$ cat src/rtl/state_dump_streamer_pkg.sv
// Shared definitions for the register-file / data-memory state dump streamer.
//  - default dump sizes matching the CPU build (32 GPRs, 4-byte data memory)
//  - stream tag bytes, shared with the host-side decoder and the bench
//  - FSM state encoding
package state_dump_streamer_pkg;

  localparam int GPR_SIZE      = 32;
  localparam int DATA_MEM_SIZE = 4;

  localparam logic [7:0] DUMP_TAG_GPR = 8'hA5;
  localparam logic [7:0] DUMP_TAG_DM  = 8'h5A;
  localparam logic [7:0] DUMP_TAG_END = 8'hFF;

  // Bytes per record: 2 index bytes + payload.
  localparam logic [2:0] GPR_REC_TAIL = 3'd5;  // bytes after the first one
  localparam logic [2:0] DM_REC_TAIL  = 3'd2;

  typedef enum logic [3:0] {
    S_IDLE,
    S_GPR_HDR,
    S_GPR_RD,
    S_GPR_TX,
    S_DM_HDR,
    S_DM_RD,
    S_DM_WAIT,
    S_DM_TX,
    S_TRL,
    S_CHK,
    S_DONE
  } dump_state_t;

endpackage

$ cat src/rtl/dump_tx_slice.sv
// Output stage of the dump streamer.
//  Holds the valid/ready output register and the running mod-256 checksum.
//  Ports:
//   clk, rst_n     clock, asynchronous active-low reset
//   clr            clear the checksum (start of a new stream)
//   load           capture load_byte and raise tx_valid; the parent only
//                  asserts it when the register is empty or draining this cycle
//   load_byte      byte to present
//   tx_ready       sink ready
//   tx_valid/data  stream output, held stable until the handshake
//   accept         handshake this cycle (tx_valid && tx_ready)
//   chk            sum of every byte accepted since the last clr
module dump_tx_slice (
  input  logic       clk,
  input  logic       rst_n,
  input  logic       clr,
  input  logic       load,
  input  logic [7:0] load_byte,
  input  logic       tx_ready,
  output logic       tx_valid,
  output logic [7:0] tx_data,
  output logic       accept,
  output logic [7:0] chk
);

  logic       tx_valid_reg;
  logic [7:0] tx_data_reg;
  logic [7:0] chk_reg;

  assign accept   = tx_valid_reg && tx_ready;
  assign tx_valid = tx_valid_reg;
  assign tx_data  = tx_data_reg;
  assign chk      = chk_reg;

  always_ff @(posedge clk or negedge rst_n) begin
    if (!rst_n) begin
      tx_valid_reg <= 1'b0;
      tx_data_reg  <= 8'h00;
      chk_reg      <= 8'h00;
    end else begin
      // A load may coincide with the handshake of the previous byte,
      // giving back-to-back bytes with no bubble.
      if (load) begin
        tx_valid_reg <= 1'b1;
        tx_data_reg  <= load_byte;
      end else if (accept) begin
        tx_valid_reg <= 1'b0;
      end
      // Checksum only moves on real transfers, never on bubbles.
      if (clr) begin
        chk_reg <= 8'h00;
      end else if (accept) begin
        chk_reg <= chk_reg + tx_data_reg;
      end
    end
  end

endmodule

$ cat src/rtl/state_dump_streamer.sv
// Walks the GPR file, then data memory, and serialises every entry as an
// indexed record on a valid/ready byte stream closed by a checksum:
//   A5, GPR_N x {idx_hi, idx_lo, d3, d2, d1, d0}, 5A,
//   DM_N x {idx_hi, idx_lo, byte}, FF, CHK
// Ports:
//  clk, rst_n       clock, asynchronous active-low reset
//  start_i          dump request, honoured only in IDLE
//  busy_o           high from start acceptance through the DONE cycle
//  done_o           one-cycle pulse after the last byte handshake
//  gpr_raddr_o/gpr_rdata_i  GPR read port (combinational read)
//  dm_raddr_o/dm_rdata_i    DM read port (data one cycle after address)
//  tx_valid_o/tx_data_o/tx_ready_i  output byte stream
module state_dump_streamer
  import state_dump_streamer_pkg::*;
#(
  parameter int GPR_N = GPR_SIZE,
  parameter int DM_N  = DATA_MEM_SIZE,
  parameter int DM_AW = (DM_N > 1) ? $clog2(DM_N) : 1
) (
  input  logic             clk,
  input  logic             rst_n,
  input  logic             start_i,
  output logic             busy_o,
  output logic             done_o,
  output logic [7:0]       gpr_raddr_o,
  input  logic [31:0]      gpr_rdata_i,
  output logic [DM_AW-1:0] dm_raddr_o,
  input  logic [7:0]       dm_rdata_i,
  output logic             tx_valid_o,
  output logic [7:0]       tx_data_o,
  input  logic             tx_ready_i
);

  localparam logic [15:0] GPR_LAST = 16'(GPR_N - 1);
  localparam logic [15:0] DM_LAST  = 16'(DM_N - 1);

  dump_state_t      state_reg, state_next;
  logic [15:0]      idx_reg, idx_next;
  logic [47:0]      buf_reg, buf_next;   // remaining record bytes, MSB first
  logic [2:0]       cnt_reg, cnt_next;   // bytes still waiting in buf_reg
  logic [7:0]       gpr_addr_reg;
  logic [DM_AW-1:0] dm_addr_reg;

  logic       load;
  logic [7:0] load_byte;
  logic       clr;
  logic       accept;
  logic [7:0] chk;
  logic       tx_valid;
  logic [7:0] tx_data;

  dump_tx_slice u_tx (
    .clk       (clk),
    .rst_n     (rst_n),
    .clr       (clr),
    .load      (load),
    .load_byte (load_byte),
    .tx_ready  (tx_ready_i),
    .tx_valid  (tx_valid),
    .tx_data   (tx_data),
    .accept    (accept),
    .chk       (chk)
  );

  assign tx_valid_o  = tx_valid;
  assign tx_data_o   = tx_data;
  assign gpr_raddr_o = gpr_addr_reg;
  assign dm_raddr_o  = dm_addr_reg;
  assign busy_o      = (state_reg != S_IDLE);
  assign done_o      = (state_reg == S_DONE);

  always_ff @(posedge clk or negedge rst_n) begin
    if (!rst_n) begin
      state_reg    <= S_IDLE;
      idx_reg      <= 16'h0000;
      buf_reg      <= 48'h0;
      cnt_reg      <= 3'd0;
      gpr_addr_reg <= 8'h00;
      dm_addr_reg  <= '0;
    end else begin
      state_reg <= state_next;
      idx_reg   <= idx_next;
      buf_reg   <= buf_next;
      cnt_reg   <= cnt_next;
      // Addresses are registered on entry to the read state, so they are
      // valid throughout *_RD and hold their value everywhere else.
      if (state_next == S_GPR_RD) begin
        gpr_addr_reg <= idx_next[7:0];
      end
      if (state_next == S_DM_RD) begin
        dm_addr_reg <= idx_next[DM_AW-1:0];
      end
    end
  end

  always_comb begin
    state_next = state_reg;
    idx_next   = idx_reg;
    buf_next   = buf_reg;
    cnt_next   = cnt_reg;
    load       = 1'b0;
    load_byte  = 8'h00;
    clr        = 1'b0;

    case (state_reg)
      S_IDLE: begin
        // The header is loaded on the accepting edge so tx_valid is up
        // in the very next cycle.
        if (start_i) begin
          clr        = 1'b1;
          load       = 1'b1;
          load_byte  = DUMP_TAG_GPR;
          idx_next   = 16'h0000;
          state_next = S_GPR_HDR;
        end
      end

      S_GPR_HDR: begin
        if (accept) begin
          state_next = S_GPR_RD;
        end
      end

      S_GPR_RD: begin
        // Output register is empty here (the bubble); first record byte is
        // loaded directly, the rest are parked in the shift buffer.
        load       = 1'b1;
        load_byte  = idx_reg[15:8];
        buf_next   = {idx_reg[7:0], gpr_rdata_i, 8'h00};
        cnt_next   = GPR_REC_TAIL;
        state_next = S_GPR_TX;
      end

      S_GPR_TX: begin
        if (accept) begin
          if (cnt_reg != 3'd0) begin
            load      = 1'b1;
            load_byte = buf_reg[47:40];
            buf_next  = {buf_reg[39:0], 8'h00};
            cnt_next  = cnt_reg - 3'd1;
          end else if (idx_reg == GPR_LAST) begin
            load       = 1'b1;
            load_byte  = DUMP_TAG_DM;
            idx_next   = 16'h0000;
            state_next = S_DM_HDR;
          end else begin
            idx_next   = idx_reg + 16'd1;
            state_next = S_GPR_RD;
          end
        end
      end

      S_DM_HDR: begin
        if (accept) begin
          state_next = S_DM_RD;
        end
      end

      S_DM_RD: begin
        state_next = S_DM_WAIT;
      end

      S_DM_WAIT: begin
        load       = 1'b1;
        load_byte  = idx_reg[15:8];
        buf_next   = {idx_reg[7:0], dm_rdata_i, 32'h0};
        cnt_next   = DM_REC_TAIL;
        state_next = S_DM_TX;
      end

      S_DM_TX: begin
        if (accept) begin
          if (cnt_reg != 3'd0) begin
            load      = 1'b1;
            load_byte = buf_reg[47:40];
            buf_next  = {buf_reg[39:0], 8'h00};
            cnt_next  = cnt_reg - 3'd1;
          end else if (idx_reg == DM_LAST) begin
            load       = 1'b1;
            load_byte  = DUMP_TAG_END;
            state_next = S_TRL;
          end else begin
            idx_next   = idx_reg + 16'd1;
            state_next = S_DM_RD;
          end
        end
      end

      S_TRL: begin
        // The accumulator only absorbs the trailer on this same edge, so
        // fold it in here to emit the checksum without a bubble.
        if (accept) begin
          load       = 1'b1;
          load_byte  = chk + tx_data;
          state_next = S_CHK;
        end
      end

      S_CHK: begin
        if (accept) begin
          state_next = S_DONE;
        end
      end

      S_DONE: begin
        state_next = S_IDLE;
      end

      default: begin
        state_next = S_IDLE;
      end
    endcase
  end

endmodule

$ cat config.mk
export PLATFORM = sky130hd
export DESIGN_NAME = state_dump_streamer
export DESIGN_NICKNAME = d
export VERILOG_FILES = /design/src/rtl/state_dump_streamer_pkg.sv /design/src/rtl/dump_tx_slice.sv /design/src/rtl/state_dump_streamer.sv
export SDC_FILE = /design/constraint.sdc
export NUM_CORES = 1
export LEC_CHECK = 0
export CORE_MARGIN = 5
export CORE_UTILIZATION = 39
export CTS_CLUSTER_DIAMETER = 40
export CTS_CLUSTER_SIZE = 12
export DETAILED_ROUTE_END_ITERATION = 7
export DONT_BUFFER_PORTS = 1
export PLACE_DENSITY = 0.66
export SYNTH_ARGS = -nofsm -noshare
export SYNTH_HDL_FRONTEND = slang
export SYNTH_SLANG_ARGS = --single-unit
$ cat constraint.sdc
create_clock -name clk -period 2.3 [get_ports clk]
set_clock_uncertainty 0.05 [all_clocks]
set_input_delay 0.69 -clock clk [delete_from_list [all_inputs] [get_ports clk]]
set_output_delay 0.69 -clock clk [all_outputs]
set_load 0.005 [all_outputs]
; Word level (Yosys, flattened, before mapping)
; Cells that the tools add are included.
[word_totals]
ff_bits = 98
inputBits = 44
output_inout_bits = 21
word_cells = 96
[op_classes]
n_addsub = 3
eq_ne = 22
n_mux = 49
n_reduce_logical = 12
[ops]
columns = operator, count
row1 = $pmux W48 S3, 1
row2 = $mux W16, 7
row3 = $mux W48, 2
row4 = $mux W8, 9
row5 = $pmux W16 S3, 1
row6 = $mux W4, 10
row7 = $pmux W4 S10, 1
row8 = $pmux W8 S5, 1
row9 = $eq A4 B3 Y1 const B, 5
row10 = $add A16 B1 Y16 const B, 1
row11 = $eq A16 B2 Y1 const B, 1
row12 = $eq A16 B5 Y1 const B, 1
row13 = $eq A4 B2 Y1 const B, 3
row14 = $eq A4 B4 Y1 const B, 3
row15 = $ne A2 B2 Y1 const B, 6
row16 = $mux W1, 11
row17 = $mux W3, 3
row18 = $pmux W3 S3, 1
row19 = $reduce_bool A3 Y1, 3
row20 = $add A8 B8 Y8, 1
row21 = $mux W7, 1
row22 = $reduce_and A7 Y1, 1
row23 = $pmux W1 S5, 1
row24 = $eq A4 B1 Y1 const B, 1
row25 = 8 further kinds, 11

; Depth between registers and ports, before layout
; Gate-level depths: netlist of run 1.
[logic_depth]
depth_word = 6
depth_mapped = 10

; Cells and area by module
; A second synthesis of run 1 with hierarchy kept.
[hier_totals]
cells_unflattened = 542
hier_area_um2 = 5265.0
[modules_own_cells]
columns = mod, n_inst, cells_per_inst, area_each_um2
row1 = state_dump_streamer, 1, 450, 4289.1
row2 = dump_tx_slice, 1, 92, 975.9

; Worst setup path after synthesis of run 1
; No wires, ideal clock.
[synth_path]
path_kind = reg-to-reg
from = register idx_reg[0]
to = register gpr_addr_reg[2] (netlist: gpr_raddr_o[2])
arrival_ns = 2.229
required_ns = 2.125
slack_ns = -0.104
stages_incl_launch_ff = 8
path_buffers = 0
period_less_slack_ns = 2.404
cell_sequence = dfrtp_1 > ha_1 > nor4b_4 > nand4_4 > and2_4 > nor4_4 > nand4_4 > mux2_4
[synth_between]
elab_chain_cells = 6
[synth_lines]
columns = item, line_no
row1 = from (decl), state_dump_streamer.sv:38  ; logic [15:0] idx_reg, idx_next;
row2 = from (signal assigned), state_dump_streamer.sv:82  ; idx_reg <= idx_next;
row3 = branches (longest 6 deep; another with $add A16 B1 Y16), n/a
row4 = to (signal assigned), state_dump_streamer.sv:88  ; gpr_addr_reg <= idx_next[7:0];
row5 = to (decl), state_dump_streamer.sv:41  ; logic [7:0] gpr_addr_reg;
; Several ways; the timed one is not identified. The select of a mux whose other input is x is not followed.
; A chain may end at the register's enable or synchronous reset.

; Worst setup path after layout of run 1
[layout_path]
from = register cnt_reg[0]
to = register gpr_addr_reg[2] (netlist: gpr_raddr_o[2])
[layout_rtl]
columns = item, line_no
row1 = from (decl), state_dump_streamer.sv:40  ; logic [2:0] cnt_reg, cnt_next;
row2 = from (signal assigned), state_dump_streamer.sv:84  ; cnt_reg <= cnt_next;
row3 = $reduce_bool A3 Y1 (*), "state_dump_streamer.sv:136, state_dump_streamer.sv:173"
row4 = "$mux W16, on equally long branches", "state_dump_streamer.sv:173, state_dump_streamer.sv:136"
row5 = "$mux W16, on equally long branches", "state_dump_streamer.sv:172, state_dump_streamer.sv:135"
row6 = $pmux W16 S3 (*), state_dump_streamer.sv:105  ; case (state_reg)
row7 = net idx_next[2], state_dump_streamer.sv:38
; The timed path passes the listed nets; every way through them passes the cells marked *. The select of a mux whose other input is x is not followed.

==> key figures, run 1 <==
Status
  – Status: finished, violations left
  – Failing checks: hold timing, setup timing

Power and ir drop
  – Max IR drop VDD: 0.724 mV
  – Final Power: 7160 uW
  – Power per cell area: 1180 nW/um2
  – Leakage Power: 0.00272 uW

Logic synthesis
  – Post-synthesis async set-or-reset flop share: 100%
  – Count leader, synth: dfrtp_1
  – Register area share after synthesis: 45.7%
  – Post-synthesis cell type count: 63
  – Commonest cells post-synth: dfrtp_1 (90), nand2_1 (77), nor2_1 (50)
  – Post-synth top area cell: dfrtp_1
  – Top cells by area, synth: dfrtp_1 (46%), nand2_1 (5.9%), o21ai_0 (4.2%)
  – Synthesized netlist net count: 584
  – Mean Syn Cell Area: 9.34 um2
  – Syn. warnings: 0
  – Seq cells post-synth: 90
  – Synth top area share: 45.7%
  – Number of synthesized flops with an enable pin: 0
  – Post-Syn Area: 4930 um2
  – Cell count after synthesis: 528
  – Main synth FF type: dfrtp_1

Critical path
  – Slowest cell on the critical path: o311ai_0
  – Crit end category: flop
  – CP max stage delay: 0.51 ns
  – Crit path DAT: 2.55 ns
  – Worst path required time: 2.54 ns
  – CP max FO: 4
  – Setup CP Type: reg2reg
  – Crit path launch type: flop
  – Cell mode on critical path: buf_4
  – CP Cell Sequence: inv_1, ha_4, nand4b_1, buf_4, nor2_2, a22oi_1, buf_4, o311ai_0, mux2_4

STA
  – Tmin final: 2.31 ns
  – Relative slew slack: 60.7%
  – Worst-Margin Slew: 0.582 ns
  – Final slew viol count: 0
  – Endpoints failing setup: 1
  – Peak Freq: 433 MHz
  – Final Hold Viols: 88
  – Fin worst setup slack: -0.0103 ns
  – RSZ-0062 raised after global routing: yes
  – Hold WS: -0.0186 ns
  – Final critical-path share of the clock period: 100%

Floorplan
  – Die ar.: 15,000 um2
  – Die extent in x: 122 um
  – Row cnt: 41
  – I/O pin cnt: 65
  – Core area: 12,500 um2
  – Die Y: 122 um
  – Initial core utilization: 39.4%

Clocking
  – Latest clock arrival within the worst-skew pair: 0.35 ns
  – CTS tree: done
  – Clock Path Buffers: 2
  – Clock slew at reported path FFs: 0.07 ns
  – CTS H-tree depth: 3
  – Root Driver: clkbuf_16
  – CTS sink cnt: 90
  – Num CTS Buffers: 9

Flow run
  – Max Cap Viol: 0

Final layout
  – Layout Cells excl Fill: 773
  – Max reg flops: 40
  – Layout area overhead: 23.2%
  – Filler cell count: 1,207
  – Nets@finish: 652
  – Diode count: 0
  – Layout cell share with drive strength beyond 1: 24.3%

Place
  – DP HPWL: 9980 um
  – Placed Instances: 741
  – IO Port Bufs: 0
  – Routability cong.: 0.882

Route
  – Detailed-router iteration count before antenna repair: 6
  – Post-route ant nets: 0
  – DRC: 0
  – WL/cell: 17.7 um
  – Via density: 5.65
  – Via Count: 4,370
  – 1st-iter DRT viols: 431
  – Final WL: 13,700 um

Global routing
  – First-pass GRT wire length: 21,700 um
  – Vias in the first global route: 4,107
  – GRT Util Overall: 18.7%
  – Gr ovfl total: 0
  – Largest net degree at the start of global routing: 91
  – Antenna violations before repair: 0

Min path
  – Hold Crit Class: in2async
-- cells by family (layout without fill, tap and decap cells) --
| logic type | count (synthesis) | count (layout) | share of synthesized area, % |
|---|---|---|---|
| AOI/OAI and AO/OA | 164 | 164 | 21.7 |
| and+or+nand+nor | 199 | 199 | 20.7 |
| muxes | 17 | 17 | 4.42 |
| DFF | 90 | 90 | 45.7 |
| xor gates and xnor gates | 5 | 5 | 0.888 |
| adders and majority gates | 12 | 12 | 3.20 |
| buffers and inverters | 41 | 114 | 3.43 |
-- cell type report --
type                       instances  area [um2]  share of cell area (%)
tap                              172         215                    3.54
multi-input combinational        397        2590                    42.7
sequential                        90        2250                    37.1
clock inverter                     7        58.8                   0.968
clock buffer                       9         225                    3.71
inverter                           8        30.0                   0.494
timing repair buffer              90         699                    11.5
-- metrics by stage --
| step | worst slack, ns | util (%) | hold slack, ns | instance area [um2] | TNS, ns |
|---|---|---|---|---|---|
| floorplan | 0.00892 | - | 0.344 | 4930 | 0 |
| global placement | -0.0873 | 44.6 | 0.351 | 5580 | -0.723 |
| detailed placement | -0.0999 | 44.6 | 0.351 | 5580 | -0.885 |
| CTS | -0.0203 | 47.5 | -0.0326 | 5950 | -0.156 |
| global route | -0.112 | 48.5 | -0.0367 | 6070 | -1.12 |
| finish | -0.0103 | 48.5 | -0.0186 | 6070 | -0.0103 |
-- metal layers --
layer | GRT usage [%] | routed length, um | vias up
met4 | 4.62 | 141 | 0
li1 | - | - | 2075
met2 | 29.5 | 6590 | 140
met3 | 6.41 | 1100 | 11
met1 | 24.9 | 5880 | 2144
met5 | 0 | 0 | -
-- where the power goes --
part	internal (uW)	switching [uW]	leakage, uW	total, uW
Sequential	2050	340	0.00116	2390
Combinational	1450	1880	0.00143	3330
Clock	752	691	0.000139	1440
-- layout by cell type, fill, tap and decap left out, types with 7 or more instances in the layout --
cell type,instances
dfrtp_1,90
buf_4,86
nand2_1,77
nor2_1,48
o21ai_0,34
a22oi_1,25
a21oi_1,23
a31oi_1,21
nand3_1,14
mux2_4,12
nor3_1,10
a22o_1,9
ha_1,9
clkbuf_16,9
inv_1,8
o21ai_1,7
-- repair_timing --
action / 4_1_cts / 5_1_grt
hold endpoints to repair: 90 / 90
resized for setup: 11 / 20
endpoints found under the setup margin: 10 / 40
setup buffers: 8 / 9
pin swaps: 14 / 15
-- worst paths after layout --
kind                             endpoint            from  cells past startpoint  slack, ns
setup / recovery           gpr_raddr_o[2]      cnt_reg[0]                      9      -0.01
hold / removal                u_tx.chk[3]           rst_n                      0      -0.02
setup reg to reg           gpr_raddr_o[2]      cnt_reg[0]                      9      -0.01
hold reg to reg               buf_reg[25]     buf_reg[25]                      2       0.43
max in group asynchronous      buf_reg[9]           rst_n                      0       2.07
min in group clk              buf_reg[13]  gpr_rdata_i[5]                      1       0.42
-- critical path, delay by kind of cell, from the launching register on --
| kind | cells | cell delay (ns) |
|---|---|---|
| flops | 1 | 0.38 |
| buf+inv | 3 | 0.48 |
| fa+ha+maj | 1 | 0.16 |
| simple gates | 2 | 0.29 |
| compound gates | 2 | 0.62 |
| mux | 1 | 0.27 |
No activity file was read; power rests on OpenSTA's default activity.
==> run 2: changes to the inputs <==
--- a/config.mk
+++ b/config.mk
@@ -5,6 +5,7 @@
 export SDC_FILE = /design/constraint.sdc
 export NUM_CORES = 1
 export LEC_CHECK = 0
+export ABC_AREA = 0
 export CORE_MARGIN = 5
 export CORE_UTILIZATION = 39
 export CTS_CLUSTER_DIAMETER = 40
==> results of run 2 <==
Final layout, timing and power as in run 1 (identical DEF).
==> run 3: changes to the inputs <==
--- a/config.mk
+++ b/config.mk
@@ -7,12 +7,12 @@
 export LEC_CHECK = 0
 export ABC_AREA = 0
 export CORE_MARGIN = 5
-export CORE_UTILIZATION = 39
+export CORE_UTILIZATION = 55
 export CTS_CLUSTER_DIAMETER = 40
 export CTS_CLUSTER_SIZE = 12
 export DETAILED_ROUTE_END_ITERATION = 7
 export DONT_BUFFER_PORTS = 1
-export PLACE_DENSITY = 0.66
+export PLACE_DENSITY = 0.84
 export SYNTH_ARGS = -nofsm -noshare
 export SYNTH_HDL_FRONTEND = slang
 export SYNTH_SLANG_ARGS = --single-unit
==> run 3 against run 2 <==
Compared with the run above: the run still ends with hold timing, setup timing left; count of clock-buffer cells in the layout grew 1; worst setup slack worse by 0.098 ns; first-iteration DRC count shrank 27%; routed wire length down 5.1%; maximum frequency decreased by 4.1%; global-route usage is 4.9 points higher; sequential power is essentially flat; via count decreased by 0.21%; combinational power shrank 4%; critical path type unchanged; largest power group unchanged; highest routed layer unchanged.
==> key figures, run 3 (synthesis results as in run 1) <==
Floorplan
  – I/O pin cnt: 65 (unchanged)
  – Row cnt: 34 (was 41)
  – Die Y: 105 um (was 122 um)
  – Core area: 8720 um2 (was 12,500 um2)
  – Die ar.: 11,000 um2 (was 15,000 um2)
  – Die extent in x: 105 um (was 122 um)
  – Initial core utilization: 56.5% (was 39.4%)

Power and ir drop
  – Power per cell area: 1160 nW/um2 (was 1180 nW/um2)
  – Leakage Power: 0.00258 uW (was 0.00272 uW)
  – Max IR drop VDD: 0.731 mV (was 0.724 mV)

Status
  – Status: finished, violations left (unchanged)
  – Failing checks: hold timing, setup timing (unchanged)

STA
  – Relative slew slack: 37.7% (was 60.7%)
  – Endpoints failing setup: 10 (was 1)
  – Tmin final: 2.41 ns (was 2.31 ns)
  – Total negative slack: -0.850 ns (was -0.0103 ns)
  – Final slew viol count: 0 (unchanged)
  – Peak Freq: 415 MHz (was 433 MHz)
  – RSZ-0062 raised after global routing: yes (unchanged)
  – Hold WS: -0.0605 ns (was -0.0186 ns)
  – Worst-Margin Slew: 0.927 ns (was 0.582 ns)
  – Final Hold Viols: 90 (was 88)
  – Final critical-path share of the clock period: 105% (was 100%)
  – Fin worst setup slack: -0.108 ns (was -0.0103 ns)

Route
  – Via density: 6.33 (was 5.65)
  – Final WL: 13,000 um (was 13,700 um)
  – DRC: 0 (unchanged)
  – WL/cell: 18.9 um (was 17.7 um)
  – Detailed-router iteration count before antenna repair: 5 (was 6)
  – Post-route ant nets: 0 (unchanged)
  – 1st-iter DRT viols: 314 (was 431)
  – Via Count: 4,361 (was 4,370)

Final layout
  – Filler cell count: 688 (was 1,207)
  – Diode count: 0 (unchanged)
  – Layout area overhead: 16.7% (was 23.2%)
  – Layout cell share with drive strength beyond 1: 22.2% (was 24.3%)
  – Most frequent cells in the layout: dfrtp_1 (90), nand2_1 (77), buf_4 (68), nor2_1 (47), o21ai_0 (37) (was dfrtp_1 (90), buf_4 (86), nand2_1 (77), nor2_1 (48), o21ai_0 (34))
  – FF+latch area: 2250 um2 (unchanged)
  – Max reg flops: 40 (unchanged)
  – Layout Cells excl Fill: 689 (was 773)
  – Commonest non-fill, non-tap cell in the layout: dfrtp_1 (unchanged)
  – Nets@finish: 632 (was 652)
  – Area of the multi-input gates: 2590 um2 (about the same)
  – Post-layout util: 66.0% (was 48.5%)

Clocking
  – Num CTS Buffers: 9 (unchanged)
  – CTS tree: done (unchanged)
  – Clock slew at reported path FFs: 0.11 ns (was 0.07 ns)
  – Latest clock arrival within the worst-skew pair: 0.38 ns (was 0.35 ns)
  – CTS sink cnt: 90 (unchanged)
  – CTS H-tree depth: 3 (unchanged)
  – Root Driver: clkbuf_8 (was clkbuf_16)
  – Clock Path Buffers: 2 (unchanged)

Place
  – Place WS: -0.0965 ns (was -0.0999 ns)
  – IO Port Bufs: 0 (unchanged)
  – Placed Instances: 663 (was 741)
  – DP HPWL: 9530 um (was 9980 um)
  – Routability cong.: 0.988 (was 0.882)

Global routing
  – Largest net degree at the start of global routing: 91 (unchanged)
  – Antenna violations before repair: 0 (unchanged)
  – GRT Util Overall: 23.7% (was 18.7%)
  – Global Route met2 Usage: 39.2% (was 29.5%)
  – First-pass GRT wire length: 21,100 um (was 21,700 um)
  – Gr ovfl total: 0 (unchanged)
  – Global routing's busiest layer: met2 (unchanged)
  – Met3 usage: 4.44% (was 6.41%)
  – Vias in the first global route: 4,211 (was 4,107)
  – M1 GR Usage: 30.8% (was 24.9%)

Critical path
  – CP top delay family: simple AND/OR/NAND/NOR gates (was compound AO/OA/AOI/OAI gates)
  – Slowest cell on the critical path: dfrtp_1 (was o311ai_0)
  – Crit end category: flop (unchanged)
  – CP Cell Sequence: nor4_4, nand4_4, nor3_1, o22a_1, nand4_4, mux2_4 (was inv_1, ha_4, nand4b_1, buf_4, nor2_2, a22oi_1, buf_4, o311ai_0, mux2_4)
  – Worst path required time: 2.51 ns (was 2.54 ns)
  – Levels on crit path: 6 (was 9)
  – Setup CP Type: reg2reg (unchanged)
  – FF-to-FF path depth: 6 (was 9)
  – Cell mode on critical path: nand4_4 (was buf_4)
  – CP max FO: 8 (was 4)
  – Crit path launch type: flop (unchanged)
  – Crit path DAT: 2.62 ns (was 2.55 ns)
  – WP buf/inv: 0 (was 3)
  – CP max stage delay: 0.42 ns (was 0.51 ns)

Flow run
  – Max Cap Viol: 0 (unchanged)

Min path
  – Hold Crit Class: in2async (unchanged)
## run 3: worst reg2reg max path: cells and delay by family, from the launching register on
kind	cells	cell delay [ns]
mux	1	0.37
compound gates	1	0.33
flops	1	0.42
simple gates	4	1.12
## run 3: worst paths after layout
check / from / end / slack, ns
setup reg to reg: idx_reg[12] / gpr_raddr_o[3] / -0.11
min in group clk: tx_ready_i / u_tx.tx_valid / 0.36
hold reg to reg: buf_reg[20] / buf_reg[20] / 0.45
max in group asynchronous: rst_n / u_tx.tx_data[6] / 2.09
setup / recovery: idx_reg[12] / gpr_raddr_o[3] / -0.11
hold / removal: rst_n / u_tx.chk[1] / -0.06
## run 3: layout make-up
class	instances	area share (%)
Clock buffer	10	2.39
Clock inverter	6	1.09
Inverter	8	0.522
Multi-Input combinational cell	397	45.1
Sequential cell	90	39.1
Tap cell	108	2.35
Timing Repair Buffer	70	9.42
## run 3: layer usage
metal | vias up | part of all wire, %
met4 | 0 | 2.2
li1 | 2033 | -
met1 | 2129 | 42
met2 | 173 | 50
met5 | - | 0
met3 | 26 | 6.4
## run 3: what timing repair did
action | in CTS | in global routing
setup buffers | 4 | 5
hold endpoints to repair | 90 | 90
cloned | 0 | 1
pin swaps | 6 | 13
setup endpoints to repair | 16 | 27
resized for setup | 5 | 23
## run 3: per-stage QoR
stage	area [um2]	hold WS [ns]	total power (uW)
global route	5750	-0.0805	7170
finish	5750	-0.0605	6680
detailed placement	5400	0.349	5380
CTS	5640	-0.0662	6510
floorplan	4930	0.344	4430
global placement	5400	0.348	5260
## run 3: power by group
group          internal (uW)  switching (uW)  total [uW]
Sequential              2050             332        2380
Combinational           1360            1830        3190
Clock                    459             648        1110
